`src/rtl/play_controller.sv`:
```
// Playback FSM: walks sample memory 0..end_addr, one sample per sample_tick.
// Ports: clk, resetn (async low); play_btn, flag_record, msg_valid,
// last_address, sample_tick, mem_data in; read_address, flag_play,
// sample_out, sample_valid, play_done out (all registered).
module play_controller #(
  parameter int ADDR_W = 10,
  parameter int DATA_W = 8
) (
  input  logic              clk,
  input  logic              resetn,
  input  logic              play_btn,
  input  logic              flag_record,
  input  logic              msg_valid,
  input  logic [ADDR_W-1:0] last_address,
  input  logic              sample_tick,
  input  logic [DATA_W-1:0] mem_data,
  output logic [ADDR_W-1:0] read_address,
  output logic              flag_play,
  output logic [DATA_W-1:0] sample_out,
  output logic              sample_valid,
  output logic              play_done
);

  typedef enum logic [1:0] {
    S_IDLE,
    S_FETCH,
    S_WAIT,
    S_DONE
  } state_t;

  state_t            state_q, state_d;
  logic              btn_q;
  logic [ADDR_W-1:0] end_q, end_d;
  logic [ADDR_W-1:0] addr_q, addr_d;
  logic [DATA_W-1:0] sout_q, sout_d;
  logic              valid_q, valid_d;
  logic              done_q, done_d;
  logic              flag_q, flag_d;
  logic              press;
  logic              abort;

  assign press = play_btn & ~btn_q;
  // A fresh press or a starting recording both cancel playback.
  assign abort = flag_record | press;

  always_comb begin
    state_d = state_q;
    end_d   = end_q;
    addr_d  = addr_q;
    sout_d  = sout_q;
    valid_d = 1'b0;
    done_d  = 1'b0;
    unique case (state_q)
      S_IDLE: begin
        addr_d = '0;
        if (press && msg_valid && !flag_record) begin
          end_d   = last_address;
          state_d = S_FETCH;
        end
      end
      // One cycle for the synchronous memory read; ticks are dropped.
      S_FETCH: begin
        if (abort) begin
          state_d = S_IDLE;
          addr_d  = '0;
        end else begin
          state_d = S_WAIT;
        end
      end
      S_WAIT: begin
        if (abort) begin
          state_d = S_IDLE;
          addr_d  = '0;
        end else if (sample_tick) begin
          sout_d  = mem_data;
          valid_d = 1'b1;
          if (addr_q == end_q) begin
            state_d = S_DONE;
            addr_d  = '0;
            done_d  = 1'b1;
          end else begin
            addr_d  = addr_q + ADDR_W'(1);
            state_d = S_FETCH;
          end
        end
      end
      S_DONE: begin
        state_d = S_IDLE;
        addr_d  = '0;
      end
      default: begin
        state_d = S_IDLE;
        addr_d  = '0;
      end
    endcase
    flag_d = (state_d == S_FETCH) || (state_d == S_WAIT);
  end

  always_ff @(posedge clk or negedge resetn) begin
    if (!resetn) begin
      state_q <= S_IDLE;
      btn_q   <= 1'b0;
      end_q   <= '0;
      addr_q  <= '0;
      sout_q  <= '0;
      valid_q <= 1'b0;
      done_q  <= 1'b0;
      flag_q  <= 1'b0;
    end else begin
      state_q <= state_d;
      btn_q   <= play_btn;
      end_q   <= end_d;
      addr_q  <= addr_d;
      sout_q  <= sout_d;
      valid_q <= valid_d;
      done_q  <= done_d;
      flag_q  <= flag_d;
    end
  end

  assign read_address = addr_q;
  assign flag_play    = flag_q;
  assign sample_out   = sout_q;
  assign sample_valid = valid_q;
  assign play_done    = done_q;

endmodule

```
`config.mk`:
```
export PLATFORM = sky130hd
export DESIGN_NAME = play_controller
export DESIGN_NICKNAME = d
export VERILOG_FILES = /design/src/rtl/play_controller.sv
export SDC_FILE = /design/constraint.sdc
export NUM_CORES = 1
export LEC_CHECK = 0
export BUFFER_PORTS_ARGS = -buffer_cell sky130_fd_sc_hd__buf_2
export CELL_PAD_IN_SITES_DETAIL_PLACEMENT = 1
export CELL_PAD_IN_SITES_GLOBAL_PLACEMENT = 1
export CORE_MARGIN = 1
export CORE_UTILIZATION = 43
export CTS_CLUSTER_DIAMETER = 50
export DETAILED_ROUTE_END_ITERATION = 8
export GPL_ROUTABILITY_DRIVEN = 0
export PLACE_DENSITY_LB_ADDON = 0.1
export SYNTH_ARGS = -nofsm -noshare
export SYNTH_HDL_FRONTEND = slang
export SYNTH_SLANG_ARGS = --single-unit
```
`constraint.sdc`:
```
create_clock -name clk -period 2.6 [get_ports clk]
set_input_delay 0.26 -clock clk [delete_from_list [all_inputs] [get_ports clk]]
set_output_delay 0.26 -clock clk [all_outputs]
set_load 0.05 [all_outputs]
```
# == Word-level counts from Yosys, hierarchy flattened ==
# Cells that the tools add are included.
# word_totals
in_bits,24
word_cells,48
register_bits,34
output_inout_bits,21
# classes
bitwise,4
add_sub_neg,1
n_eq_ne,8
n_reduce_logical,9
muxes,18
# op_table
cell,n
10-bit 2-to-1 mux,4
10-bit one-hot mux with 3 select lines,1
10-bit by 1-bit adder with 10-bit output (second input constant),1
10-bit equality test,1
2-bit 2-to-1 mux,5
2-bit one-hot mux with 4 select lines,1
1-bit 2-to-1 mux,7
2-bit equality test (second input constant),3
2-bit by 1-bit equality test with 1-bit output (second input constant),2
2-bit AND reduction,2
3-bit != test (second input constant),1
3-bit AND reduction,1
1-bit logical AND,2
2-bit logical NOT,1
2-bit != test (second input constant),1
1-bit NOT,2
2-bit OR reduction,1
1-bit bitwise AND,1
1-bit logical NOT,1
1-bit logical OR,1
1-bit OR,1

# == Depth between registers and ports, before layout ==
# logic_depth
word_depth,8
depth_mapped,7
depth_no_buf,6

# == Worst setup path before layout ==
# No wires, ideal clock.
# synth_timing
path_kind,register -> register
startpoint,register addr_q[3] (netlist: read_address[3])
endpoint,register flag_q (netlist: flag_play)
synth_period_minus_slack_ps,1864
arrival_time_ps,1746
setup_ps,118
stages_incl_launch_ff,7
path_slack_ps,736
t_required_ps,2482
path_buffers,1
path_cell_list,dfrtp_1 > buf_6 > xor2_1 > nor4_4 > nand3_2 > or2_1 > a21o_1
# synth_between
elab_chain_cells,7
elab_cells_between_ends,8
classes_between,eq/ne (3); mux (4); reduce/logical (1)
# synth_rtl
item,line_no,source
"start, declared",34,"logic [ADDR_W-1:0] addr_q, addr_d;"
"start signal, assigned",113,addr_q <= addr_d;
10-bit equality test *,77,if (addr_q == end_q) begin
2-bit 2-to-1 mux *,77,
2-bit 2-to-1 mux *,74,end else if (sample_tick) begin
2-bit 2-to-1 mux *,71,if (abort) begin
2-bit one-hot mux with 4 select lines *,53,unique case (state_q)
2-bit by 1-bit equality test with 1-bit output or 2-bit equality test (tied branches),96,flag_d = (state_d == S_FETCH) || (state_d == S_WAIT);
1-bit logical OR *,96,
net flag_d,38,"logic flag_q, flag_d;"
"end signal, assigned",117,flag_q <= flag_d;
"end, declared",38,
# Mark *: on every way through the listed nets, which the timed path passes. The rest lies on a longest branch.
# A chain may end at the register's enable or synchronous reset.

# == Worst setup path after layout ==
# layout_timing
startpoint,register state_q[0]
endpoint,register addr_q[9] (netlist: read_address[9])
# layout_between
elab_chain_cells,3
elab_cells_between_ends,9
classes_between,eq/ne (5); mux (1); reduce/logical (3)
# layout_rtl
item,line_no,source
"start, declared",31,"state_t state_q, state_d;"
"start signal, assigned",110,state_q <= state_d;
2-bit equality test (tied with other cells),53,
2-bit OR reduction (no line) (tied with other cells),--,
10-bit one-hot mux with 3 select lines or 2-bit AND reduction (tied branches),--,
# Parallel ways exist; a longest one is shown, timed or not.

==> reports/results.txt <==
run status = finished, final reports clean
top-area cell type share of the netlist area = 0.530
Yosys reg bits = 34
full die area = 3980 um2
CP Capture Type = flop
Final Hold Slack = 0.0469 ns
dominant cells by area after synthesis = dfrtp_1 53%, mux2_2 13%, xor2_1 5.5%
placed cells = 222
Crit Path Class = flop to flop
number of antenna diodes = 0
Fin Setup TNS = 0 ns
layout cell share with drive strength beyond 1 = 0.418
starting DRC count in detailed routing = 41
Static Leak = 0.000967 uW
cells after synthesis = 136
RSZ-0062 raised after global routing = false
Routed Antenna Nets = 0
clock power share = 0.312
total routed wirelength = 3.70 mm
initial antenna violation count = 0
Yosys cell types = 35
vias in the first global route = 1,389
switching part of the total = 0.294
Final nets = 208
Max Clock Skew = 0.00397 ns
EDFF count, synth = 0
first-pass GRT wire length = 6.51 mm
Initial Utilization = 0.466
non-filler cells, final = 230
syn_area_per_cell = 11.8 um2
Worst-Skew Late Latency = 0.28 ns
critical path required time = 2.77 ns
final setup vio count = 0
Seq pwr share = 0.494
pwr/cell area = 656 nW/um2
maximum vdd drop = 0.000485 V
FILL cells = 418
clock transition at the registers of the reported paths = 0.07 ns
count leader, synth = dfrtp_1
HP Class = primary input to async pin
CTS buffer count = 5
vias = 1,169
final hold vios = 0
combinational share of power = 0.194
Clock Sinks = 34
Mapped Area = 1600 um2
overall die width = 63.1 um
Placeable Area = 3440 um2
IO Pins = 45
Internal = 898 uW
DIE HEIGHT = 63.1 um
critical path launch point type = flop
H-tree depth = 2
drt pass-1 iters = 3
crit share post-route = 0.737
cts repair resizes = 0
overall power = 1270 uW
DR WL/cell = 16.1 um
fmax = 522 MHz
Post-CTS Repair Setup Buffers = 0
CTS max path bufs = 2
Slew headroom = 0.485
Post-DP HPWL = 2.76 mm
max-cap violations = 0
Post-synth top cells = 34 x dfrtp_1, 18 x mux2_2, 14 x nand2_1
Async SR Flop Fraction = 1.00
sequential area share after synthesis = 0.530
Synth Warn # = 0
CP Max Fanout = 16
DRC violations left = 0
gr ovfl total = 0
Period minus WS final = 1.91 ns
CTS tree = yes
Overall Global Routing Usage = 0.216
CTS root buf = clkbuf_8
vias per std cell = 5.08
number of I/O port buffers = 44
final max-slew violation count = 0
worst endpoint data arrival time = 2.08 ns
commonest register cell after synthesis = dfrtp_1
hold_buf cts = 0
cell taking the most area after synthesis = dfrtp_1
FP Rows = 21
largest net degree at the start of global routing = 35
Least-Margin Pin Slew = 0.773 ns
Layout area overhead = 21.0%
Switch Pwr = 374 uW
Mapped Nets = 161
[cell usage in the layout, fill, tap and decap left out, types with 2 or more instances in the layout]
cell type and n:
o22ai_1 3, xor2_1 10, mux2_2 18, nand4b_1 2, inv_1 6, o21ai_1 3
or2_2 2, nand2_1 14, and3_1 2, o21ai_0 2, a21oi_1 4, nor2_1 5
nor3_1 2, buf_2 44, clkbuf_8 6, nand3_1 4, or2_1 2, mux2i_1 2
dfrtp_1 34, nand2b_1 2
[flip-flops by register name, indices dropped and copies added (netlist names)]
register	flops
state_q	2
read_address	10
play_done	1
sample_valid	1
flag_play	1
btn_q	1
sample_out	8
end_q	10
[cell families after synthesis]
family                     share of synthesized area
AOI/OAI and AO/OA                             0.0764
xor gates and xnor gates                      0.0601
adders and majority gates                    0.00780
buffers and inverters                         0.0367
DFF                                            0.530
muxes                                          0.139
and+or+nand+nor                                0.150
[worst max-delay path, cell delays in order, from the launching register on]
cell and delay [ns]:
dfrtp_1 0.39, or3b_1 0.43, a211oi_4 0.65, nor2_1 0.10
mux2i_1 0.14, o21ai_0 0.08
[through the flow]
stage | utilization | setup WS (ns) | cell area, um2
after floorplan | - | 0.736 | 1600
after global placement | 0.537 | 0.760 | 1850
after detailed placement | 0.537 | 0.692 | 1850
after CTS | 0.564 | 0.684 | 1940
after global routing | 0.564 | 0.539 | 1940
final | 0.564 | 0.685 | 1940
[layout make-up]
class	count	area, um2	share of cell area
timing repair buffer	44	220	0.113
clock buffer	7	86.3	0.0445
multi-input combinational	91	694	0.358
inverter	7	26.3	0.0135
tap	46	57.6	0.0297
sequential	34	851	0.438
clock inverter	1	5.00	0.00258
[layer usage]
metal	vias up	part of all wire	wire (um)	global-route usage
met3	8	0.042	156	0.0580
met5	-	0	0	0
met2	36	0.53	1940	0.388
met4	0	0.021	76	0.0756
li1	559	-	-	-
met1	566	0.41	1520	0.242
[path summary, 6_finish.rpt]
| kind | slack, ns | end | cells past startpoint | startpoint |
|---|---|---|---|---|
| setup / recovery | 0.69 | read_address[9] | 5 | state_q[0] |
| min in group clk | 0.11 | btn_q | 1 | play_btn |
| max in group asynchronous | 2.06 | end_q[7] | 1 | resetn |
| hold / removal | 0.05 | read_address[9] | 1 | resetn |
| setup reg to reg | 0.69 | read_address[9] | 5 | state_q[0] |
| hold reg to reg | 0.50 | sample_out[3] | 1 | sample_out[3] |
[power groups by stage]
stage | sequential (uW) | combinational [uW] | clock (uW)
after global routing | 636 | 267 | 432
final | 628 | 246 | 397
after global placement | 631 | 237 | 0
after CTS | 628 | 249 | 411
after floorplan | 695 | 112 | 0
after detailed placement | 638 | 248 | 0
Note: power is estimated with default switching activity, not from simulation.
